[src/rtl/scanline_synth.sv]
// ---------------------------------------------------------------------------
// scanline_synth -- multi-voice scanline-rate audio synthesiser.
//
// Each voice is either a square tone or the shared noise source. The voice
// output is gated by a decaying envelope. Tones and noise advance once per
// scanline (line_tick), and envelopes advance once per frame (frame_tick).
// The voices are summed into a level that is latched at the start of each
// scanline. A PWM stage then drives the 1-bit audio output high for
// `level` clocks of that line.
//
// Optional feature (macro SCANLINE_SYNTH_SWEEP_EN):
//   On each frame_tick, every voice that has sweep_en set and a nonzero
//   envelope lengthens its half-period by one, saturating at the maximum.
//   This gives a falling-pitch "kick". A period_we to the same voice in the
//   same cycle takes priority over the sweep. When the macro is not
//   defined, sweep_en is ignored.
//
// Ports:
//   clk          pixel clock
//   rst_n        asynchronous active-low reset
//   line_tick    one-cycle pulse at the start of each scanline
//   frame_tick   one-cycle pulse once per frame (may coincide with line_tick)
//   trig         per-voice retrigger pulses (sticky until the next frame_tick)
//   voice_noise  per-voice gate source: 1 = noise bit, 0 = tone phase
//   sweep_en     per-voice pitch sweep enable (sweep build only)
//   period_we    write strobe for a half-period register
//   period_sel   voice index for the write (out-of-range indices are ignored)
//   period_data  half-period value, in scanlines (half-period = value + 1)
//   audio_out    PWM audio bit
//   level_out    mix level latched for the current scanline
//   env_active   bit i set while the envelope of voice i is nonzero
// ---------------------------------------------------------------------------
module scanline_synth #(
  parameter int          NUM_VOICES = 3,
  parameter int          PERIOD_W   = 9,
  parameter int          ENV_W      = 5,
  parameter logic [15:0] LFSR_SEED  = 16'hACE1,
  localparam int         SEL_W      = (NUM_VOICES > 1) ? $clog2(NUM_VOICES) : 1,
  localparam int         LEVEL_W    = ENV_W + $clog2(NUM_VOICES + 1)
) (
  input  logic                  clk,
  input  logic                  rst_n,
  input  logic                  line_tick,
  input  logic                  frame_tick,
  input  logic [NUM_VOICES-1:0] trig,
  input  logic [NUM_VOICES-1:0] voice_noise,
  input  logic [NUM_VOICES-1:0] sweep_en,
  input  logic                  period_we,
  input  logic [SEL_W-1:0]      period_sel,
  input  logic [PERIOD_W-1:0]   period_data,
  output logic                  audio_out,
  output logic [LEVEL_W-1:0]    level_out,
  output logic [NUM_VOICES-1:0] env_active
);

  localparam logic [ENV_W-1:0] ENV_MAX  = {ENV_W{1'b1}};
  localparam logic [15:0]      LFSR_TAP = 16'hB400;  // x^16+x^14+x^13+x^11+1
  localparam int               PWM_W    = LEVEL_W + 1;

  // -------------------------------------------------------------------------
  // State
  // -------------------------------------------------------------------------
  logic [PERIOD_W-1:0]   period_q [NUM_VOICES];
  logic [PERIOD_W-1:0]   period_d [NUM_VOICES];
  logic [PERIOD_W-1:0]   cnt_q    [NUM_VOICES];
  logic [PERIOD_W-1:0]   cnt_d    [NUM_VOICES];
  logic [ENV_W-1:0]      env_q    [NUM_VOICES];
  logic [ENV_W-1:0]      env_d    [NUM_VOICES];
  logic [NUM_VOICES-1:0] phase_q, phase_d;
  logic [NUM_VOICES-1:0] pend_q, pend_d;
  logic [NUM_VOICES-1:0] env_active_q, env_active_d;
  logic [15:0]           lfsr_q, lfsr_d;
  logic [LEVEL_W-1:0]    level_q, level_d;
  logic [PWM_W-1:0]      pwm_q, pwm_d;
  logic                  audio_q, audio_d;

  // -------------------------------------------------------------------------
  // Mix: computed from the current (pre-update) state, so a line_tick that
  // coincides with tone, noise or envelope updates still latches the
  // values that were present during the tick cycle.
  // -------------------------------------------------------------------------
  logic [NUM_VOICES-1:0] gate;
  logic [LEVEL_W-1:0]    mix;

  assign gate = (voice_noise & {NUM_VOICES{lfsr_q[0]}}) | (~voice_noise & phase_q);

  always_comb begin
    mix = '0;
    for (int i = 0; i < NUM_VOICES; i++) begin
      if (gate[i]) mix = mix + LEVEL_W'(env_q[i]);
    end
  end

`ifndef SCANLINE_SYNTH_SWEEP_EN
  logic sweep_unused;
  assign sweep_unused = ^sweep_en;
`endif

  // -------------------------------------------------------------------------
  // Next-state logic
  // -------------------------------------------------------------------------
  always_comb begin
    // NOTE: every variable gets a default first, so that no path leaves a
    // variable unassigned and no latch is inferred.
    period_d     = period_q;
    cnt_d        = cnt_q;
    env_d        = env_q;
    phase_d      = phase_q;
    pend_d       = pend_q;
    env_active_d = '0;
    lfsr_d       = lfsr_q;
    level_d      = level_q;

    // Scanline-rate updates: tone dividers, noise LFSR and mix latch.
    if (line_tick) begin
      lfsr_d  = {1'b0, lfsr_q[15:1]} ^ (lfsr_q[0] ? LFSR_TAP : 16'h0000);
      level_d = mix;
      for (int i = 0; i < NUM_VOICES; i++) begin
        // ">=" rather than "==" means that a period rewritten below the
        // running count still toggles on the next line.
        if (cnt_q[i] >= period_q[i]) begin
          cnt_d[i]   = '0;
          phase_d[i] = ~phase_q[i];
        end else begin
          cnt_d[i] = cnt_q[i] + 1'b1;
        end
      end
    end

    for (int i = 0; i < NUM_VOICES; i++) begin
`ifdef SCANLINE_SYNTH_SWEEP_EN
      if (frame_tick && sweep_en[i] && (env_q[i] != '0) &&
          (period_q[i] != {PERIOD_W{1'b1}})) begin
        period_d[i] = period_q[i] + 1'b1;
      end
`endif
      // A host write takes priority over the sweep.
      if (period_we && (int'(period_sel) == i)) begin
        period_d[i] = period_data;
      end

      // A trigger in the same cycle as frame_tick is consumed at once.
      pend_d[i] = pend_q[i] | trig[i];
      if (frame_tick) begin
        if (pend_d[i]) begin
          env_d[i] = ENV_MAX;
        end else if (env_q[i] != '0) begin
          env_d[i] = env_q[i] - 1'b1;
        end
        pend_d[i] = 1'b0;
      end
      env_active_d[i] = (env_d[i] != '0);
    end
  end

  // The PWM counter restarts at every line and then saturates. This keeps
  // the output low on lines that are longer than the counter range.
  always_comb begin
    if (line_tick) begin
      pwm_d = '0;
    end else if (pwm_q != {PWM_W{1'b1}}) begin
      pwm_d = pwm_q + 1'b1;
    end else begin
      pwm_d = pwm_q;
    end
  end

  // The comparison uses the registered counter and level. The first high
  // cycle therefore lands two cycles after the line_tick cycle.
  assign audio_d = (pwm_q < {1'b0, level_q});

  // -------------------------------------------------------------------------
  // Registers
  // -------------------------------------------------------------------------
  // NOTE: sequential state uses non-blocking assignments only. All flops
  // then sample their inputs from the same pre-edge values.
  always_ff @(posedge clk or negedge rst_n) begin
    if (!rst_n) begin
      // NOTE: the small per-voice arrays are reset explicitly, because the
      // tone dividers and envelopes must start silent and in a known phase.
      for (int i = 0; i < NUM_VOICES; i++) begin
        period_q[i] <= '0;
        cnt_q[i]    <= '0;
        env_q[i]    <= '0;
      end
      phase_q      <= '0;
      pend_q       <= '0;
      env_active_q <= '0;
      lfsr_q       <= LFSR_SEED;
      level_q      <= '0;
      pwm_q        <= {PWM_W{1'b1}};
      audio_q      <= 1'b0;
    end else begin
      for (int i = 0; i < NUM_VOICES; i++) begin
        period_q[i] <= period_d[i];
        cnt_q[i]    <= cnt_d[i];
        env_q[i]    <= env_d[i];
      end
      phase_q      <= phase_d;
      pend_q       <= pend_d;
      env_active_q <= env_active_d;
      lfsr_q       <= lfsr_d;
      level_q      <= level_d;
      pwm_q        <= pwm_d;
      audio_q      <= audio_d;
    end
  end

  assign audio_out  = audio_q;
  assign level_out  = level_q;
  assign env_active = env_active_q;

endmodule
[config.mk]
export PLATFORM = sky130hd
export DESIGN_NAME = scanline_synth
export DESIGN_NICKNAME = d
export VERILOG_FILES = /design/src/rtl/scanline_synth.sv
export SDC_FILE = /design/constraint.sdc
export NUM_CORES = 1
export LEC_CHECK = 0
export CORE_MARGIN = 5
export CORE_UTILIZATION = 42
export CTS_CLUSTER_SIZE = 30
export DETAILED_ROUTE_END_ITERATION = 6
export PLACE_DENSITY_LB_ADDON = 0.2
export SLEW_MARGIN = 15
export SYNTH_ARGS = -nofsm -noshare
export SYNTH_HDL_FRONTEND = slang
export SYNTH_SLANG_ARGS = --single-unit
[constraint.sdc]
create_clock -name clk -period 3.2 [get_ports clk]
set_input_delay 0.32 -clock clk [delete_from_list [all_inputs] [get_ports clk]]
set_output_delay 0.32 -clock clk [all_outputs]
set_load 0.01 [all_outputs]
* Yosys cells after proc, flatten, opt, wreduce, memory -nomap -nowiden *
Index checks and enable logic that the tools add are counted.

operators by class
  add/sub/neg operators = 9
  multiply operators = 0
  div/mod/pow operators = 0
  magnitude comparators = 4
  equal/unequal tests = 3
  shifts and indexed selects = 0
  muxes and demuxes = 21
  bitwise gates (word level) = 11
  reduce and logical (&&, ||, !) cells = 14

operators by type and width
  cell                                                                 number
  5-bit 2-to-1 mux                                                     10
  5-bit nonzero test                                                   6
  9-bit by 1-bit adder with 9-bit output (second input constant)       3
  9-bit >= comparator                                                  3
  9-bit 2-to-1 mux                                                     3
  16-bit 2-to-1 mux                                                    1
  8-bit 2-to-1 mux                                                     2
  15-bit by 16-bit XOR with 16-bit output                              1
  5-bit by 1-bit subtractor with 5-bit output (second input constant)  3
  7-bit by 5-bit adder with 7-bit output                               2
  7-bit 2-to-1 mux                                                     2
  8-bit by 1-bit adder with 8-bit output (second input constant)       1
  8-bit by 7-bit < comparator with 1-bit output                        1
  8-bit != test (second input constant)                                1
  3-bit AND                                                            2
  2-bit AND reduction                                                  3
  2-bit equality test (second input constant)                          2
  1-bit logical AND                                                    3
  1-bit 2-to-1 mux                                                     3
  1-bit inverter                                                       3
  3-bit inverter                                                       1
  1-bit bitwise OR                                                     3
  3-bit bitwise OR                                                     1
  2-bit logical NOT                                                    1
  2-bit nonzero test                                                   1

word-level totals
  flip-flop bits (word level) = 110
  latch bits = 0
  memory bits (writable) = 0
  ROM bits = 0
  bits of input ports = 25
  word-level logic and storage cells = 80
  memories kept = 0

* Depth between registers and ports, before layout *
Gate-level depths: netlist of run 1.

  depth after elaboration = 8
  gate-level depth with buffers = 16

* Worst setup path after synthesis of run 1 *
No wires, ideal clock.

  path kind = flip-flop to flip-flop
  start = register lfsr_q[0]
  end = register level_q[4], in the netlist level_out[4]
  arrival time = 3.105 ns
  slack = -0.008 ns
  stages on the path, launching flop included = 16
  clock period less this slack = 3.208 ns
  path through = dfstp_2 -> buf_2 -> mux2_2 -> nand2_1 -> xnor2_1 -> ha_1 -> a21oi_1 -> xnor2_1 -> a21oi_1 -> nand2b_1 -> ha_1 -> a21o_1 -> a21oi_1 -> xnor2_1 -> o21ai_0 -> a221oi_1

on the way
  cells in the longest elaborated chain, start to end = 7

RTL lines
  element                                 line  RTL
  start, declared                         72    logic [15:0] lfsr_q, lfsr_d;
  start signal, assigned                  202   lfsr_q <= lfsr_d;
  3-bit AND (*)                           85    assign gate = (voice_noise & {NUM_VOICES{lfsr_q[0]}}) | (~voice_noise & phase_q);
  3-bit bitwise OR (*)                    85
  5-bit 2-to-1 mux                        90    if (gate[i]) mix = mix + LEVEL_W'(env_q[i]);
  7-bit by 5-bit adder with 7-bit output  90
  7-bit 2-to-1 mux                        90
  7-bit by 5-bit adder with 7-bit output  90
  7-bit 2-to-1 mux (*)                    90
  end signal, assigned                    203   level_q <= level_d;
  end, declared                           73    logic [LEVEL_W-1:0] level_q, level_d;

Mark *: on every way between the ends. The rest lies on a longest branch, timed or not.
A chain may end at the register's enable or synchronous reset.

* Worst setup path in the final report of run 1 *
Ends and elaborated chain as after synthesis.

==> results.toml, run 1 <==
[outcome]
status = "completed"

[power_and_ir_drop]
comb_power_share_pct = 45.1
p_per_area_nw_per_um2 = 831
seq_power_share_pct = 35.5
clockPowerShare_pct = 19.4
p_total_w = 0.00604
p_leak_nw = 3.29
p_int_w = 0.00383
p_switching_w = 0.00221
switching_share_pct = 36.6
vdd_drop_max_mv = 0.395

[layout]
instances_no_fill = 864
n_antenna_cell = 0
nets = 751
layout_commonest_cell = "dfrtp_1"
drive_above_1_share_pct = 14.4
post-route-util_pct = 50.2
syn2layout_area_growth_pct = 17.5
mostFrequentLayoutCells = "94 x dfrtp_1, 57 x inv_1, 56 x nor2_1"

[die]
die-area_um2 = 17200
pin_count = 36
rows = 44
die-width_um = 131
initial_utilization_pct = 42.7
die-height_um = 131
core_um2 = 14500

[hold_path]
hold_class = "input port to asynchronous set/reset pin"

[clocking]
cts.path.max_buffers = 2
numCtsBuffers = 9
ctsHoldBuffers = 0
cts_tree = "done"
h-tree-depth = 3
clk_latency_ns = 0.35
ctsRootBufferMaster = "clkbuf_16"
clock_sinks = 110
cts.clk_slew.worst_paths_ns = 0.07

[setup_path]
r2r_start = "lfsr_q[0]"
r2r-end = "level_out[4]"
worstSetupPathType = "flop to flop"
arrival_ns = 3.28
max_stage_delay_ns = 0.57
crit_path_cell_trace = "mux2i_2 > nor2_1 > ha_2 > ha_4 > a21oi_4 > buf_4 > buf_4 > o21ai_1 > o211ai_1 > xor2_1 > o21ai_2 > ha_1 > xnor2_1 > o21ai_0 > a221oi_1"
start_kind = "flop"
required_ns = 3.45
cp_num_buf_inv = 2
r2r_cells = 15
cp-endpoint = "level_out[4]"
cp_top_family = "compound AO/OA/AOI/OAI gates"
endpoint_kind = "flop"
worst-path-stages = 15
reg2reg_setup_slack_ns = 0.17
slowest_stage = "dfstp_2"
critPathMaxFanout = 4
critPathLaunch = "lfsr_q[0]"
crit_top_cell = "buf_4"

[synth]
ys_ff_latch = 110
avgSynthCellArea_um2 = 9.97
synth_cell_types = 57
yosys_warnings = 0
netlist.area_leader.share_pct = 38.0
syn-num-nets = 696
ys_seq_area_share_pct = 44.8
syn_area_um2 = 6180
syn_inst = 620
synth_area_leader_cell = "dfrtp_1"
synth_edf_count = 0
synthArstFlopShare_pct = 100
synth_ff_type = "dfrtp_1"
synth_area_leaders = "dfrtp_1 38%, ha_1 10%, dfstp_2 6.8%"

[job]
cap_violations = 0

[timing]
min_period_over_period_pct = 94.8
fmax_mhz = 330
fin_hold_ws_ns = 0.0241
fin_tns_setup_ns = 0
slew_headroom_pct = 50.0
final_hold_viol_count = 0
drv_slew = 0
grt_setup_unrepaired = "true"
worst_slew_pin_slew_ns = 0.749
final.min_clock_period_ns = 3.03
skew_ns = 0.00414
finalSetupViolCount = 0

[global_route]
grt_max_degree = 59
overflow = 0
grt_usage_pct = 15.4
grt_antenna_before_repair = 0
grt_pass1_wl_um = 22400
grt_pass1_vias = 4710

[placement]
place.gp.congestion = 0.794
dp_cells = 847
port_buffers = 32
dp_hpwl_um = 9480

[routing]
wirelength_um = 13000
vias = 4660
vias_per_cell = 5.39
drtIter0Drc = 237
detail-route-antenna-nets = 0
dr.pass1.iters = 4
drc = 0
wl_per_cell_um = 15.0
-- what timing repair did --
| item | CTS | global route |
|---|---|---|
| resized for setup | 0 | 13 |
| buffers inserted | 0 | 1 |
| setup endpoints to repair | 0 | 4 |
-- kinds of logic (layout without fill, tap and decap cells) --
kind of cell             count (synthesis)  count (layout)  share of synthesized area, %
AO/OA/AOI/OAI                          135             135                          14.2
XOR/XNOR                                29              29                          4.11
adder cells (fa/ha/maj)                 51              51                          10.4
buffers and inverters                   74             134                          4.51
flip-flops                             110             110                          44.8
multiplexers                            46              46                          8.26
AND/OR/NAND/NOR                        175             175                          13.7
-- per-layer routing --
layer	vias up	wire length [um]	share of wire [%]	GRT usage [%]
met5	-	0	0	0
met3	21	570	4.4	3.90
met1	2233	5880	45	19.5
met2	98	6250	48	25.5
li1	2308	-	-	-
met4	0	257	2.0	5.49
-- synth_stat cells, drive strengths merged, types with 10 or more instances --
| master | count |
|---|---|
| dfrtp | 94 |
| inv | 57 |
| nor2 | 56 |
| ha | 50 |
| nand2 | 44 |
| o21ai | 44 |
| mux2 | 37 |
| a21oi | 25 |
| nand3 | 25 |
| dfstp | 16 |
| xnor2 | 16 |
| clkbuf | 15 |
| xor2 | 13 |
| nor3b | 11 |
| a211oi | 10 |
| nand2b | 10 |
-- cell type report --
type	instances	area, um^2
clock buffers	12	256
clock inverters	4	53.8
fillers	1355	7210
inverters	57	214
multi-input cells	436	3210
flip-flops and latches	110	2770
well taps	184	230
repair buffers	61	533
-- power by group through the flow --
stage	logic, W	registers, W	clock network, W
CTS	0.00262	0.00215	0.00121
finish	0.00272	0.00214	0.00117
global route	0.00308	0.00221	0.00127
detailed placement	0.00260	0.00217	0
floorplan	0.00174	0.00208	0
global placement	0.00253	0.00216	0
-- worst min path at each step --
stage           from        end  depth (start not counted)
3_5_place_dp   rst_n  cnt_q[26]                          1
5_1_grt        rst_n  cnt_q[26]                          1
3_3_place_gp   rst_n  cnt_q[26]                          1
4_1_cts        rst_n  cnt_q[26]                          1
6_report       rst_n  cnt_q[26]                          1
2_1_floorplan  rst_n  audio_out                          0
-- through the flow --
| stage | instance area, um^2 | setup WS [ns] |
|---|---|---|
| after floorplan | 6190 | 0.0678 |
| after global placement | 6880 | -0.241 |
| after detailed placement | 6880 | -0.322 |
| after CTS | 7190 | 0.0663 |
| after global routing | 7270 | -0.0455 |
| final | 7270 | 0.166 |
-- registers in the layout, indices dropped and copies added, names as in the netlist --
register / cells
cnt_q: 27
pwm_q: 8
period_q: 27
env_q: 15
env_active: 3
level_out: 7
lfsr_q: 16
audio_out: 1
pend_q: 3
phase_q: 3
No activity file was read; power rests on OpenSTA's default activity.
==> run 2, diff against run 1 <==
CORE_UTILIZATION = 45   (was 42)
SKIP_CTS_REPAIR_TIMING = 1   (was not set)
==> run 2 against run 1 <==
Effect of this change: the flow now finishes with violations (hold timing); clock skew rose by 0.0044 ns; critical path depth decreased by 1; first-iteration DRC count is 20% lower; sequential share of layout area rose by 0.30 points; largest cell class unchanged; via count down 1.3%; worst hold slack worse by 0.049 ns; final cell count decreased by 1.2%.
==> results.toml, run 2 (synthesis gave the netlist of run 1 again) <==
[clocking]
cts.path.max_buffers = 2
clock_sinks = 110
numCtsBuffers = 9
cts.clk_slew.worst_paths_ns = 0.07
h-tree-depth = 3
ctsRootBufferMaster = "clkbuf_16"
clk_latency_ns = 0.36
cts_tree = "done"

[die]
core_um2 = 13300
rows = 42
die-area_um2 = 16200
die-width_um = 127
die-height_um = 127
initial_utilization_pct = 46.3
pin_count = 36

[power_and_ir_drop]
p_switching_w = 0.00219
vdd_drop_max_mv = 0.471
seq_power_share_pct = 35.9
p_per_area_nw_per_um2 = 827
comb_power_share_pct = 45.0
clockPowerShare_pct = 19.1
switching_share_pct = 36.6
p_leak_nw = 3.27
p_total_w = 0.00597
p_int_w = 0.00378

[global_route]
overflow = 0
grt_usage_pct = 16.9
grt_pass1_vias = 4801
grt_antenna_before_repair = 0
grt_max_degree = 48
grt_pass1_wl_um = 22700

[setup_path]
r2r_start = "lfsr_q[0]"
arrival_ns = 3.19
worstSetupPathType = "flop to flop"
required_ns = 3.45
critPathMaxFanout = 4
start_kind = "flop"
endpoint_kind = "flop"
slowest_stage = "dfstp_2"
crit_path_cell_trace = "mux2_2 > nand2_1 > xnor2_1 > ha_2 > a21oi_4 > nor3b_2 > o211ai_1 > nand2b_1 > ha_4 > a21o_1 > a21oi_2 > xnor2_1 > o21ai_0 > a221oi_1"
critPathLaunch = "lfsr_q[0]"
crit_top_cell = "xnor2_1"
max_stage_delay_ns = 0.56

[layout]
finish.instance_area_um2 = 7210
layout_commonest_cell = "dfrtp_1"
reg_top3 = "cnt_q (27), period_q (27), lfsr_q (16)"
syn2layout_area_growth_pct = 16.6
nets = 749
drive_above_1_share_pct = 13.9
register_area_um2 = 2770
post-route-util_pct = 54.0
instances_no_fill = 854
multi_input_area_um2 = 3180
mostFrequentLayoutCells = "94 x dfrtp_1, 57 x inv_1, 56 x nor2_1"
n_antenna_cell = 0
fill_cells = 1210

[placement]
dp_cells = 836
port_buffers = 32
dp_hpwl_um = 9340
placed_area_um2 = 6840
place.gp.congestion = 0.824

[routing]
detail-route-antenna-nets = 0
vias_per_cell = 5.38
drtIter0Drc = 190
dr.pass1.iters = 4
wirelength_um = 12700
drc = 0
wl_per_cell_um = 14.9
vias = 4598

[timing]
slew_headroom_pct = 52.4
worst_slew_pin_slew_ns = 0.712
finalSetupViolCount = 0
final.min_clock_period_ns = 2.94
skew_ns = 0.00856
fin_hold_ws_ns = -0.0247
drv_slew = 0
min_period_over_period_pct = 92.0
grt_setup_unrepaired = "false"
final_hold_viol_count = 32
fmax_mhz = 340

[job]
cap_violations = 0

[hold_path]
hold_class = "input port to asynchronous set/reset pin"

[outcome]
status = "complete, but fails checks"
failed_checks = "hold timing"
## run 2: layout make-up
type	instances	area share, %
Clock inverter	5	0.816
Sequential cell	110	38.5
Multi-Input combinational cell	436	44.2
Clock buffer	11	3.37
Timing Repair Buffer	59	7.18
Tap cell	176	3.05
Inverter	57	2.97
## run 2: worst max-delay path, delay by kind of cell (launching register included)
kind / cells / cell delay [ns]
fa+ha+maj: 2 / 0.45
simple gates: 3 / 0.28
mux: 1 / 0.16
flops: 1 / 0.56
xor+xnor: 2 / 0.25
compound gates: 6 / 1.12
## run 2: worst paths after layout
kind,end,slack (ns),cells after the start
setup reg to reg,level_out[4],0.26,14
setup / recovery,level_out[4],0.26,14
max in group asynchronous,pwm_q[6],2.32,2
hold / removal,period_q[23],-0.02,1
min in group clk,lfsr_q[8],0.48,1
hold reg to reg,lfsr_q[8],0.48,1
## run 2: routing by layer
layer	GRT usage [%]	routed length [um]
met5	0	0
met4	4.29	110
met3	4.76	471
met2	29.1	6260
met1	21.1	5890
## run 2: through the flow
| step | setup TNS, ns | setup WS [ns] |
|---|---|---|
| 2_1_floorplan | 0 | 0.0678 |
| 3_3_place_gp | -0.716 | -0.242 |
| 3_5_place_dp | -0.991 | -0.320 |
| 4_1_cts | 0 | 0.00986 |
| 5_1_grt | 0 | 0.0485 |
| 6_report | 0 | 0.257 |
## run 2: power by group through the flow
| stage | Sequential, W | Combinational [W] | Clock [W] |
|---|---|---|---|
| after floorplan | 0.00208 | 0.00174 | 0 |
| after global placement | 0.00216 | 0.00246 | 0 |
| after detailed placement | 0.00217 | 0.00255 | 0 |
| after CTS | 0.00215 | 0.00257 | 0.00119 |
| after global routing | 0.00221 | 0.00306 | 0.00124 |
| final | 0.00214 | 0.00268 | 0.00114 |
